[src/rtl/pcpi_result_tx.sv]
// rtl/pcpi_result_tx.sv - buffers PCPI results and returns them nibble-wise over a 4-phase valid/ack handshake
module pcpi_result_tx #(
  parameter int NIBBLES = 8,
  parameter int DEPTH   = 2
) (
  input  logic                       clk,
  input  logic                       rst_n,
  input  logic                       pcpi_ready,
  input  logic                       pcpi_wr,
  input  logic [4*NIBBLES-1:0]       pcpi_rd,
  input  logic                       tx_ack,
  output logic [3:0]                 tx_nibble,
  output logic                       tx_valid,
  output logic                       tx_last,
  output logic                       busy,
  output logic [$clog2(DEPTH):0]     pending,
  output logic                       overflow
);

  localparam int W  = 4 * NIBBLES;
  localparam int AW = $clog2(DEPTH);
  localparam int IW = (NIBBLES > 1) ? $clog2(NIBBLES) : 1;
  localparam logic [IW-1:0] LAST_IDX = IW'(NIBBLES - 1);

  typedef enum logic [1:0] {
    IDLE    = 2'd0,
    PRESENT = 2'd1,
    ACKLOW  = 2'd2
  } state_t;

  state_t state, state_next;

  logic [W-1:0]  mem [DEPTH];
  logic [AW:0]   wr_ptr, rd_ptr;
  logic [AW:0]   count;
  logic          full, empty;
  logic [W-1:0]  head;

  logic [W-1:0]  shift;
  logic [IW-1:0] index;

  logic          load_head, shift_next, pop, valid_next;
  logic          wr_req, wr_en, drop;

  // Pointers carry an extra wrap bit so full and empty are distinguishable.
  assign count = wr_ptr - rd_ptr;
  assign full  = (count == (AW+1)'(DEPTH));
  assign empty = (count == '0);
  assign head  = mem[rd_ptr[AW-1:0]];

  // A pop frees a slot on the same edge, so a write to a full FIFO is still accepted then.
  assign wr_req = pcpi_ready && pcpi_wr;
  assign wr_en  = wr_req && (!full || pop);
  assign drop   = wr_req && full && !pop;

  assign pending = count;
  assign busy    = full;
  assign tx_last = tx_valid && (index == LAST_IDX);

  // Result storage; contents need no reset because the pointers gate every read.
  always_ff @(posedge clk) begin
    if (wr_en) begin
      mem[wr_ptr[AW-1:0]] <= pcpi_rd;
    end
  end

  // FIFO pointers and the sticky drop flag.
  always_ff @(posedge clk) begin
    if (!rst_n) begin
      wr_ptr   <= '0;
      rd_ptr   <= '0;
      overflow <= 1'b0;
    end else begin
      if (wr_en) wr_ptr <= wr_ptr + 1'b1;
      if (pop)   rd_ptr <= rd_ptr + 1'b1;
      if (drop)  overflow <= 1'b1;
    end
  end

  // State register.
  always_ff @(posedge clk) begin
    if (!rst_n) begin
      state <= IDLE;
    end else begin
      state <= state_next;
    end
  end

  // Next-state decode for the per-nibble valid/ack handshake.
  always_comb begin
    state_next = state;
    case (state)
      IDLE:    if (!empty) state_next = PRESENT;
      PRESENT: if (tx_ack) state_next = ACKLOW;
      ACKLOW:  if (!tx_ack) state_next = (index == LAST_IDX) ? IDLE : PRESENT;
      default: state_next = IDLE;
    endcase
  end

  // Datapath strobes derived from the current state and handshake inputs.
  always_comb begin
    load_head  = 1'b0;
    shift_next = 1'b0;
    pop        = 1'b0;
    valid_next = (state_next == PRESENT);
    case (state)
      IDLE:    load_head = !empty;
      ACKLOW:  begin
        if (!tx_ack) begin
          if (index == LAST_IDX) pop = 1'b1;
          else                   shift_next = 1'b1;
        end
      end
      default: ;
    endcase
  end

  // Shift register, nibble index and the registered host-facing outputs.
  always_ff @(posedge clk) begin
    if (!rst_n) begin
      shift     <= '0;
      index     <= '0;
      tx_valid  <= 1'b0;
      tx_nibble <= 4'h0;
    end else begin
      tx_valid <= valid_next;
      if (load_head) begin
        shift     <= head;
        index     <= '0;
        tx_nibble <= head[3:0];
      end else if (shift_next) begin
        shift     <= shift >> 4;
        index     <= index + 1'b1;
        tx_nibble <= shift[7:4];
      end else if (pop) begin
        index <= '0;
      end
    end
  end

endmodule

[config.mk]
export PLATFORM = sky130hd
export DESIGN_NAME = pcpi_result_tx
export DESIGN_NICKNAME = d
export VERILOG_FILES = /design/src/rtl/pcpi_result_tx.sv
export SDC_FILE = /design/constraint.sdc
export NUM_CORES = 1
export LEC_CHECK = 0
export CAP_MARGIN = 20
export CORE_MARGIN = 1
export CORE_UTILIZATION = 45
export DETAILED_ROUTE_END_ITERATION = 12
export PLACE_DENSITY_LB_ADDON = 0.3
export SETUP_SLACK_MARGIN = 0.3
export SYNTH_ARGS = -nofsm -noshare
export SYNTH_HDL_FRONTEND = slang
export SYNTH_SLANG_ARGS = --single-unit
[constraint.sdc]
create_clock -name clk -period 5.1 [get_ports clk]
set_clock_uncertainty 0.15 [all_clocks]
set_input_delay 0.51 -clock clk [delete_from_list [all_inputs] [get_ports clk]]
set_output_delay 0.51 -clock clk [all_outputs]
set_load 0.01 [all_outputs]
After elaboration in Yosys (flattened, before gate mapping) --
Memory sizes are Yosys's and may differ from the RTL's. A register that Yosys moved wholly into a read port is not among the register bits. Cells that the tools add are included.
Storage, ports and cells: bits in registers 47, bits in writable memories 64, input bits 37, output and inout port bits 10, logic and storage cells 55, memories kept 1
Cells by class: $add $sub $neg 4, equal/unequal tests 5, multiplexer cells 22, bitwise gates (word level) 1, reductions and logical operators 14
Memories:
- mem | words 2, width 32, rd ports 1, clocked after Yosys merged registers in 1, wr ports 1, RTL line 33 | logic [W-1:0] mem [DEPTH];
Operator list (number):
- 32-bit 2-to-1 mux | 2
- 1-bit 2-to-1 mux | 12
- 4-bit 2-to-1 mux | 2
- 2-bit 2-to-1 mux | 3
- 3-bit 2-to-1 mux | 2
- 2-bit case mux with 3 select lines | 1
- 1-bit logical AND | 5
- 2-bit by 1-bit adder with 2-bit output (second input constant) | 2
- 2-bit by 1-bit == test with 1-bit output (second input constant) | 2
- 2-bit == test (second input constant) | 2
- 2-bit logical NOT | 2
- 2-bit nonzero test | 2
- 3-bit by 1-bit adder with 3-bit output (second input constant) | 1
- 3-bit == test (second input constant) | 1
- 1-bit logical NOT | 3
- 2-bit OR reduction | 1
- 2-bit subtractor | 1
- 1-bit logical OR | 1
- 1-bit inverter | 1

Longest topological paths before layout --
Gate-level depths: netlist of the first run.
depth after elaboration 8, mapped depth 8, depth with buffers taken out 6

Worst setup path before layout of the first run --
Ideal clock, no wire load.
path kind reg-to-reg, from register index[0], to memory mem[1][0] in the netlist's numbering (enable), library setup time 0.485 ns, arrival 3.527 ns, required time 4.465 ns, path slack 0.938 ns, stages on the path, launching flop included 5, buffers on the path 0, period minus slack after synthesis 4.162 ns, path through dfxtp_1 > ha_1 > ha_1 > nand4bb_4 > a311oi_1
Between the ends: longest elaborated chain between the ends 8
Ends and longest elaborated chain:
- start, declared | RTL line 40 | logic [IW-1:0] index;
- start signal, assigned | RTL line 133 | index <= index + 1'b1;
- 3-bit == test | RTL line 110 | if (index == LAST_IDX) pop = 1'b1;
- 1-bit 2-to-1 mux | RTL line 110
- 1-bit 2-to-1 mux | RTL line 109 | if (!tx_ack) begin
- 1-bit 2-to-1 mux | RTL line 106 | case (state)
- 1-bit logical OR | RTL line 53 | assign wr_en = wr_req && (!full || pop);
- 1-bit logical AND | RTL line 53
- 1-bit 2-to-1 mux | RTL line 62 | if (wr_en) begin
- 1-bit 2-to-1 mux (implied by the code) | RTL line 63 | mem[wr_ptr[AW-1:0]] <= pcpi_rd;
- end, declared | RTL line 33
Every way passes these cells.

Worst setup path in the final report of the first run --
from register rd_ptr[1], to output busy
Between the ends: longest elaborated chain between the ends 2
Ends and longest elaborated chain:
- start, declared | RTL line 34 | logic [AW:0] wr_ptr, rd_ptr;
- start signal, assigned | RTL line 75 | if (pop) rd_ptr <= rd_ptr + 1'b1;
- 2-bit subtractor | RTL line 46 | assign count = wr_ptr - rd_ptr;
- 2-bit == test | RTL line 47 | assign full = (count == (AW+1)'(DEPTH));
- end, declared | RTL line 15 | output logic busy,
Every way passes these cells.

==> results of run 1 <==
==> state kept, by name, indices dropped and copies added (netlist names), named ones only <==
signal and cells:
overflow 1, rd_ptr 2, index 3, tx_nibble 3, tx_valid 1, state 2, mem 64, shift 29
wr_ptr 2
==> tightest hold or removal path, delay by kind of cell (launching register included) <==
kind               cells  cell delay (ns)
and+or+nand+nor        1             0.06
DFF                    1             0.32
AOI/OAI and AO/OA      1             0.05
==> report_power, final <==
part	internal (mW)	switching, mW	total, mW
Combinational	0.0690	0.0775	0.146
Sequential	0.969	0.0190	0.988
Clock	0.240	0.279	0.519
Total	1.28	0.375	1.65
==> stage by stage <==
stage	power (mW)	worst slack [ns]	cells	cell area, µm²	utilization (%)
final	1.65	2.43	494	4970	54.1
after global routing	1.73	2.28	494	4970	54.1
after CTS	1.67	2.42	493	4960	53.9
after detailed placement	1.15	2.41	477	4750	51.7
after global placement	1.15	2.45	477	4750	51.7
after floorplan	1.09	0.938	342	4250	-
==> routing by layer <==
metal	global-route usage [%]	up-vias	wire length, µm
met3	3.44	8	375
li1	-	1300	-
met5	0	-	0
met1	22.6	1258	3480
met2	26.7	70	3550
met4	6.11	0	114
==> area by class of cell <==
| cell class | count | area (µm²) |
|---|---|---|
| Sequential cell | 108 | 2800 |
| Tap cell | 111 | 139 |
| Clock buffer | 10 | 138 |
| Clock inverter | 6 | 63.8 |
| Fill cell | 812 | 4230 |
| Multi-Input combinational cell | 205 | 1310 |
| Timing Repair Buffer | 51 | 505 |
| Inverter | 3 | 11.3 |
==> how the worst min path moves through the flow <==
| stage | end | depth (start not counted) | from | slack [ns] |
|---|---|---|---|---|
| 2_1_floorplan | shift[28] | 2 | shift[28] | 0.29 |
| 3_3_place_gp | overflow | 1 | overflow | 0.30 |
| 3_5_place_dp | shift[28] | 2 | shift[28] | 0.31 |
| 4_1_cts | shift[28] | 2 | shift[28] | 0.33 |
| 5_1_grt | shift[28] | 2 | shift[28] | 0.35 |
| 6_report | shift[28] | 2 | shift[28] | 0.32 |
==> Yosys cell counts <==
| cell | count |
|---|---|
| edfxtp_1 | 64 |
| nand2_1 | 62 |
| dfxtp_1 | 44 |
| mux2_2 | 32 |
| a31oi_1 | 29 |
| nand3_1 | 26 |
| clkbuf_1 | 15 |
| nor2_1 | 10 |
| o21ai_0 | 8 |
| a21oi_1 | 7 |
| xor2_1 | 5 |
| buf_2 | 4 |
| buf_4 | 4 |
| ha_1 | 4 |
| and2_1 | 3 |
| inv_1 | 3 |
| nor3b_1 | 3 |
| a211oi_1 | 2 |
| buf_6 | 2 |
| nor3_1 | 2 |
| o21a_1 | 2 |
| xnor2_1 | 2 |
| a311oi_1 | 1 |
| and3_1 | 1 |
| buf_8 | 1 |
| nand2b_1 | 1 |
| nand4bb_4 | 1 |
| nor2_4 | 1 |
| nor2b_1 | 1 |
| o21ai_1 | 1 |
| or3b_1 | 1 |
==> kinds of logic (layout without fill, tap and decap cells) <==
kind of cell | count (synthesis) | count (layout)
DFF | 108 | 108
buffers and inverters | 29 | 70
xor gates and xnor gates | 7 | 7
muxes | 32 | 32
AOI/OAI and AO/OA | 50 | 50
adders and majority gates | 4 | 4
and+or+nand+nor | 112 | 112
==> impl_results.md, run 1 <==
- Status: finished, final reports clean
- # rows: 35
- CTS Buf Count: 9
- Cell area after synthesis: 4250 µm²
- Slowest cell delay on critical path: around 0.54 ns
- Post-CTS sizing: 0
- Power density cells: around 330 nW/µm²
- Critical R2R Capture: shift[24]
- Clk_lat worst skew: around 0.36 ns
- Critical path destination: busy
- Commonest non-fill, non-tap cell in the layout: edfxtp_1
- Clk buf depth: 2
- Final hold vios: 0
- Synth cell types: 31
- Antenna-violating nets left: 0
- Post-Syn Instances: approximately 340
- Largest net degree at the start of global routing: 34
- CTS sink count: 108
- Tightest Pin Transition: ~0.95 ns
- Placer congestion estimate: 0.765
- Critical path capture point type: output port
- Htree depth: 3
- RSZ-0062 raised after global routing: no
- CP top delay family: XOR/XNOR gates
- CP Cell Sequence: xor2_1 > and2_1 > clkdlybuf4s50_1
- N_diodes: 0
- Post-DP HPWL: about 4600 µm
- GR Util All Layers: between 15 and 20%
- Stages on the worst setup path: 3
- # setup viols final: 0
- First-pass GRT wire length: 12700 µm
- Setup TNS: 0 ns
- RR Startpoint: wr_ptr[0]
- Initial DRC count: 162
- Initial antenna violation count: 0
- Register bit total from synthesis: about 110
- Largest cells by area after synthesis: edfxtp_1 45%, dfxtp_1 21%, mux2_2 8.5%, nand2_1 5.5%, a31oi_1 4.3%
- Port Buf Inserts: 46
- Via count: ~2600
- R2R cell count: 7
- Bufs and invs on worst path: 1
- Min cycle time layout: between 2 and 3 ns
- Area leader, netlist: edfxtp_1
- Post-CTS Setup Bufs: 0
- Number of max-cap violations: 0
- Part of the cycle the worst path needs: a little over half
- Critical path's slowest cell: xor2_1
- Sequential share of the synthesized area: between 60% and 70%
- Io pins: 47
- Routed length per instance: 15.2 µm
- Clk pin slew, worst setup/hold paths: 0.10 ns
- Post-route DRC: 0
- Cts hold-fix bufs: 0
- Worst-path maximum fanout: 7
- Commonest non-fill, non-tap cells in the layout: 64 x edfxtp_1, 62 x nand2_1, 46 x clkdlybuf4s50_1, 44 x dfxtp_1, 32 x mux2_2
- Root Buffer: clkbuf_8
- Initial Util: about 46%
- FMAX: 375 MHz
- Synthesis Warnings: 0
- Worst reg2reg setup slack: roughly 2.5 ns
- Post-synth top area share: 45.2%
- Startpoint type of the worst setup path: register
- Die H: approximately 99 µm
- Core area: 9200 µm²
- Congestion Overflow GR: 0
- Post-synthesis adder-cell area fraction: around 1.2%
- Initial DRT Pass Iterations: 4
- HP Class: reg2reg
- Synth Area in Compound Gates: 7.07%
- Area growth from synthesis to layout: 17.0%
- WS Path Type: reg2out
- Synth Area in Simple Gates: between 10% and 20%
- CTS tree: done
- Synth Area in XOR/XNOR: around 1.4%
- Vias in the first global route: 2591
- DIE AREA: 9830 µm²
- Die Wd: ~99 µm
- Maximum vdd drop: around 0.16 mV
- Crit path DAT: 2.01 ns
- Max Slew Vio Count: 0
- Avg Cell Area, Syn: between 10 and 15 µm²
- Post-synthesis mux area share: about 8.5%
- Cell leakage power: around 1.6 nW
- Syn_nets: ~380
- Vias per cell: ~5.3
- Total Nets Final: between 400 and 500
- Layout cells sized above 1: around 15%
- Worst EP required: about 4.4 ns
- Main combinational cell family by area after synthesis: simple AND/OR/NAND/NOR gates
- Rel. slew slack: 36.3%
- Final WL: about 7500 µm
- Worst setup startpoint: rd_ptr[1]
- Worst hold slack: ~0.32 ns
No activity file was read; power rests on OpenSTA's default activity.
==> run 2, diff against run 1 <==
Clock period 5.1 ns to 2.3 ns, I/O delays scaled along.
==> run 2 against run 1 <==
Net effect: worst hold slack worse by 0.033 ns; non-clock buffer count is 6 higher; clock-buffer cell count down 1; critical path type is now reg2reg.
==> impl_results.md, run 2 (synthesis gave the netlist of run 1 again) <==
- Status: finished, final reports clean (unchanged)
- Crit path DAT: 1.88 ns (was 2.01 ns)
- Worst-path maximum fanout: 17 (was 7)
- Worst EP required: 2.23 ns (was 4.44 ns)
- Multi-input logic area: 1360 µm² (was 1310 µm²)
- Area growth from synthesis to layout: 20.7% (was 17.0%)
- Die Wd: 99.2 µm (unchanged)
- Port Buf Inserts: 46 (unchanged)
- CTS Buf Count: 9 (unchanged)
- GR Util All Layers: 16.8% (was 16.7%)
- Clk buf depth: 2 (unchanged)
- Clk_lat worst skew: 0.37 ns (was 0.36 ns)
- HP Class: in2reg (was reg2reg)
- Initial DRC count: 150 (was 162)
- DIE AREA: 9830 µm² (unchanged)
- Switching pwr: 896 µW (was 375 µW)
- Max Slew Vio Count: 0 (unchanged)
- Rel. slew slack: 65.4% (was 36.3%)
- Post-DP HPWL: 4980 µm (was 4630 µm)
- Initial Util: 46.2% (unchanged)
- Htree depth: 3 (unchanged)
- Maximum vdd drop: 0.363 mV (was 0.160 mV)
- Combinational fraction of design power: 9.4% (was 8.9%)
- Total internal power: 2.85 mW (was 1.28 mW)
- Final hold vios: 0 (unchanged)
- Switching Fraction: 23.9% (was 22.7%)
- # setup viols final: 0 (unchanged)
- Critical R2R Capture: mem[0][27] (was shift[24])
- Max reg flops: 64 (unchanged)
- Power share of the clock group: 31.9% (was 31.4%)
- Critical path capture point type: register (was output port)
- Post-CTS Setup Bufs: 0 (unchanged)
- Vias in the first global route: 2666 (was 2591)
- Power density cells: 730 nW/µm² (was 333 nW/µm²)
- Placer congestion estimate: 0.782 (was 0.765)
- Post-route DRC: 0 (unchanged)
- Worst setup startpoint: index[0] (was rd_ptr[1])
- Min cycle time layout: around 1.9 ns
- Routed length per instance: 15.3 µm (was 15.2 µm)
- Reg area: 2810 µm² (was 2800 µm²)
- Part of the cycle the worst path needs: 84.6%
- Power Total: 3.74 mW (was 1.65 mW)
- Antenna-violating nets left: 0 (unchanged)
- Flop pwr share: 58.7% (was 59.8%)
- Post-CTS sizing: 8 (was 0)
- Worst hold slack: 0.287 ns (was 0.320 ns)
- Largest net degree at the start of global routing: 42 (was 34)
- Total Nets Final: 425 (was 419)
- First-pass GRT wire length: 12700 µm (about the same)
- CTS sink count: 108 (unchanged)
- N_diodes: 0 (unchanged)
- Startpoint type of the worst setup path: register (unchanged)
- Commonest non-fill, non-tap cell in the layout: edfxtp_1 (unchanged)
- Io pins: 47 (unchanged)
- Cell leakage power: 1.69 nW (was 1.63 nW)
- Worst reg2reg setup slack: 0.35 ns (was 2.51 ns)
- Via count: 2704 (was 2636)
- Commonest non-fill, non-tap cells in the layout: 64 x edfxtp_1, 62 x nand2_1, 42 x clkdlybuf4s50_1, 39 x dfxtp_1, 32 x mux2_2 (was 64 x edfxtp_1, 62 x nand2_1, 46 x clkdlybuf4s50_1, 44 x dfxtp_1, 32 x mux2_2)
- RR Startpoint: index[0] (was wr_ptr[0])
- Congestion Overflow GR: 0 (unchanged)
- Final WL: 7630 µm (was 7520 µm)
- Initial DRT Pass Iterations: 6 (was 4)
- Vias per cell: 5.41 (was 5.34)
- Fill count: 764 (was 812)
- FMAX: 514 MHz
- Initial antenna violation count: 0 (unchanged)
- Core area: 9200 µm² (unchanged)
- WS Path Type: reg2reg (was reg2out)
- Clk pin slew, worst setup/hold paths: 0.11 ns (was 0.10 ns)
- Root Buffer: clkbuf_8 (unchanged)
- CTS tree: done (unchanged)
- R2R cell count: 6 (was 7)
- Cts hold-fix bufs: 0 (unchanged)
- Die H: 99.2 µm (unchanged)
- Tightest Pin Transition: 0.518 ns (was 0.954 ns)
- Layout cells sized above 1: 19.0% (was 14.6%)
- Number of max-cap violations: 0 (unchanged)
- # rows: 35 (unchanged)
- RSZ-0062 raised after global routing: no (unchanged)
- Critical path destination: mem[0][27] (was busy)
## run 2: changes by cell type in the layout (fill, tap and decap cells not counted), sizes merged
cell,before,now
clkbuf,10,9
clkdlybuf4s50,46,42
inv,3,6
clkinvlp,1,3
clkinv,4,0
dlygate4sd2,0,4
buf,5,11
## run 2: final cells by class
type                       count  share of cell area (%)
sequential                   108                    54.8
multi-input combinational    205                    26.5
timing repair buffer          57                    11.7
tap                          111                    2.71
clock buffer                   9                    2.42
clock inverter                 7                    1.64
inverter                       3                   0.220
## run 2: worst min path at each step
stage / from / to / slack (ns) / depth (start not counted)
finish: pcpi_rd[1] / mem[1][1] / 0.29 / 1
global route: pcpi_rd[29] / mem[1][29] / 0.27 / 1
CTS: pcpi_rd[25] / mem[0][25] / 0.28 / 1
detailed placement: overflow / overflow / 0.30 / 1
global placement: overflow / overflow / 0.30 / 1
floorplan: pcpi_rd[0] / mem[0][0] / 0.18 / 0
## run 2: stage by stage
| stage | setup WS, ns | instance area (µm²) | utilization, % | instances | TNS [ns] |
|---|---|---|---|---|---|
| after global placement | 0.166 | 4910 | 53.4 | 484 | 0 |
| after CTS | 0.352 | 5130 | 55.7 | 500 | 0 |
| after floorplan | -0.0202 | 4310 | - | 342 | -0.647 |
| final | 0.353 | 5130 | 55.7 | 500 | 0 |
| after global routing | 0.307 | 5130 | 55.7 | 500 | 0 |
| after detailed placement | 0.142 | 4910 | 53.4 | 484 | 0 |
## run 2: power groups by stage
stage / Clock, mW / Sequential [mW] / Combinational, mW
5_1_grt: 1.28 / 2.20 / 0.389
6_report: 1.19 / 2.20 / 0.353
2_1_floorplan: 0 / 2.22 / 0.204
4_1_cts: 1.20 / 2.20 / 0.358
3_3_place_gp: 0 / 2.24 / 0.349
3_5_place_dp: 0 / 2.24 / 0.357
## run 2: routing by layer
metal,vias up,GRT usage (%),part of all wire [%]
met1,1319,21.7,46
li1,1314,-,-
met3,8,3.51,3.5
met5,-,0,0
met2,63,28.1,49
met4,0,5.77,1.5
## run 2: critical path, stage by stage (launching register included)
cell and delay [ns]:
dfxtp_2 0.37, ha_4 0.15, ha_4 0.15, nand4bb_4 0.16, a31oi_1 0.29, and2_4 0.23
buf_12 0.15
==> run 3, diff against run 2 <==
Clock period 2.3 ns to 1.91 ns, I/O delays scaled along.
==> run 3 against run 2 <==
Net effect: worst hold slack got worse by 0.040 ns; combinational power rose by 97%; die area did not move; sequential share of layout area fell by 6.7 points; clock-buffer cell count rose by 1; total power rose by 29%; first-iteration DRC count rose by 37%; global-route usage rose by 1.8 points.
==> impl_results.md, run 3 (synthesis gave the netlist of run 1 again) <==
- Part of the cycle the worst path needs: 98.6% (was 84.6%)
- RSZ-0062 raised after global routing: yes (was no)
- Layout cells sized above 1: 35.1% (was 19.0%)
- Status: finished, final reports clean (unchanged)
- Power density cells: 822 nW/µm² (was 730 nW/µm²)
- Fin area: 5850 µm² (was 5130 µm²)
- Final hold vios: 0 (unchanged)
- Power share of the clock group: 30.4% (was 31.9%)
- First-pass GRT wire length: 14100 µm (was 12700 µm)
- Port Buf Inserts: 46 (unchanged)
- Worst reg2reg setup slack: 0.03 ns (was 0.35 ns)
- Critical path destination: shift[8] (was mem[0][27])
- Post-DP Area: 4990 µm² (was 4910 µm²)
- Root Buffer: clkbuf_8 (unchanged)
- Via count: 3016 (was 2704)
- Initial antenna violation count: 0 (unchanged)
- Initial DRT Pass Iterations: 4 (was 6)
- Vias in the first global route: 2884 (was 2666)
- Placer congestion estimate: 0.781 (was 0.782)
- Antenna-violating nets left: 0 (unchanged)
- Startpoint type of the worst setup path: register (unchanged)
- Total Nets Final: 455 (was 425)
- Total internal power: 3.68 mW (was 2.85 mW)
- Combinational fraction of design power: 14.4% (was 9.4%)
- Io pins: 47 (unchanged)
- Crit path DAT: 1.99 ns (was 1.88 ns)
- RR Startpoint: state[1] (was index[0])
- Commonest non-fill, non-tap cells in the layout: 64 x edfxtp_1, 61 x nand2_1, 37 x dfxtp_1, 37 x clkdlybuf4s50_1, 32 x mux2_2 (was 64 x edfxtp_1, 62 x nand2_1, 42 x clkdlybuf4s50_1, 39 x dfxtp_1, 32 x mux2_2)
- FMAX: 531 MHz (was 514 MHz)
- Number of max-cap violations: 0 (unchanged)
- Critical path capture point type: register (unchanged)
- WS Path Type: reg2reg (unchanged)
- Die H: 99.2 µm (unchanged)
- Worst hold slack: 0.247 ns (was 0.287 ns)
- Max reg flops: 64 (unchanged)
- Vias per cell: 5.69 (was 5.41)
- CTS Buf Count: 9 (unchanged)
- Maximum vdd drop: 0.390 mV (was 0.363 mV)
- Max Slew Vio Count: 0 (unchanged)
- Worst EP required: 2.02 ns (was 2.23 ns)
- DIE AREA: 9830 µm² (unchanged)
- Die Wd: 99.2 µm (unchanged)
- Tightest Pin Transition: 0.607 ns (was 0.518 ns)
- Initial Util: 46.2% (unchanged)
- Clk buf depth: 2 (unchanged)
- Worst-path maximum fanout: 32 (was 17)
- CTS sink count: 108 (unchanged)
- N_diodes: 0 (unchanged)
- Post-DP HPWL: 4800 µm (was 4980 µm)
- GR Util All Layers: 18.6% (was 16.8%)
- Cts hold-fix bufs: 0 (unchanged)
- Congestion Overflow GR: 0 (unchanged)
- HP Class: in2reg (unchanged)
- Core area: 9200 µm² (unchanged)
- Routed length per instance: 18.5 µm (was 15.3 µm)
- Htree depth: 3 (unchanged)
- Critical R2R Capture: shift[8] (was mem[0][27])
- Flop pwr share: 55.1% (was 58.7%)
- Initial DRC count: 206 (was 150)
- Rel. slew slack: 59.4% (was 65.4%)
- Setup TNS: 0 ns (unchanged)
- Clk pin slew, worst setup/hold paths: 0.10 ns (was 0.11 ns)
- # setup viols final: 0 (unchanged)
- CTS tree: done (unchanged)
- Area growth from synthesis to layout: 37.8% (was 20.7%)
- Switching Fraction: 23.5% (was 23.9%)
- Cell leakage power: 2.00 nW (was 1.69 nW)
- Commonest non-fill, non-tap cell in the layout: edfxtp_1 (unchanged)
- Switching pwr: 1.13 mW (was 896 µW)
- Post-route DRC: 0 (unchanged)
- Min cycle time layout: 1.88 ns (was 1.95 ns)
- # rows: 35 (unchanged)
- R2R cell count: 5 (was 6)
- Worst setup startpoint: state[1] (was index[0])
- Largest net degree at the start of global routing: 33 (was 42)
- Clk_lat worst skew: 0.37 ns (about the same)
- Final WL: 9790 µm (was 7630 µm)
[run 3: cell count changes in the layout (fill, tap and decap cells not counted), sizes merged]
cell,previous run,this run
dlygate4sd2,4,3
dlymetal6s2s,0,2
bufinv,1,2
clkinvlp,3,1
clkdlybuf4s50,42,37
clkinv,0,3
inv,6,3
buf,11,42
clkbuf,9,13
[run 3: cell type report]
cell class                      instances  area (µm²)
Fill cell                             672        3340
Sequential cell                       108        2820
Multi-Input combinational cell        205        1620
Timing Repair Buffer                   87        1060
Tap cell                              111         139
Clock buffer                           10         128
Clock inverter                          6        78.8
Inverter                                3        16.3
[run 3: power by group through the flow]
stage / logic [mW] / clock network, mW / registers (mW)
2_1_floorplan: 0.272 / 0 / 2.68
3_3_place_gp: 0.434 / 0 / 2.69
3_5_place_dp: 0.441 / 0 / 2.69
4_1_cts: 0.557 / 1.47 / 2.64
5_1_grt: 0.735 / 1.56 / 2.67
6_report: 0.696 / 1.46 / 2.65
[run 3: layer usage]
metal  routed length (µm)  part of all wire (%)  up-vias  track usage [%]
met5                    0                     0        -                0
met4                  329                   3.4        0             9.39
met3                  426                   4.4       29             3.44
met2                 4970                    51      112             31.7
met1                 4070                    42     1500             22.7
li1                     -                     -     1375                -
[run 3: worst min-delay path by stage]
stage                     startpoint        end  slack, ns  depth (start not counted)
after floorplan           pcpi_rd[0]  mem[0][0]       0.14                          0
after global placement      overflow   overflow       0.30                          1
after detailed placement    overflow   overflow       0.30                          1
after CTS                 pcpi_rd[0]  mem[1][0]       0.24                          1
after global routing      pcpi_rd[0]  mem[1][0]       0.24                          1
final                     pcpi_rd[3]  mem[1][3]       0.25                          1
[run 3: worst max-delay path: stages, from the launching register on]
cell and delay, ns:
dfxtp_2 0.43, nor3b_1 0.54, nand2b_1 0.20, buf_12 0.23, nand2_1 0.12, a31oi_1 0.09
[run 3: stage by stage]
step                      power (mW)  utilization, %  instances  setup slack [ns]
after detailed placement        3.13            54.2        488           -0.0892
after CTS                       4.66            59.3        520            0.0685
after global routing            4.96            63.7        530           -0.0158
final                           4.81            63.7        530            0.0271
after global placement          3.12            54.2        488            -0.104
after floorplan                 2.95               -        342            -0.409
[run 3: timing repair]
action | 4_1_cts | 5_1_grt
setup endpoints to repair | 109 | 109
pin swaps | 3 | 40
cloned | 4 | 4
setup buffers | 12 | 6
endpoints found under the hold margin | 0 | 0
resized for setup | 37 | 67
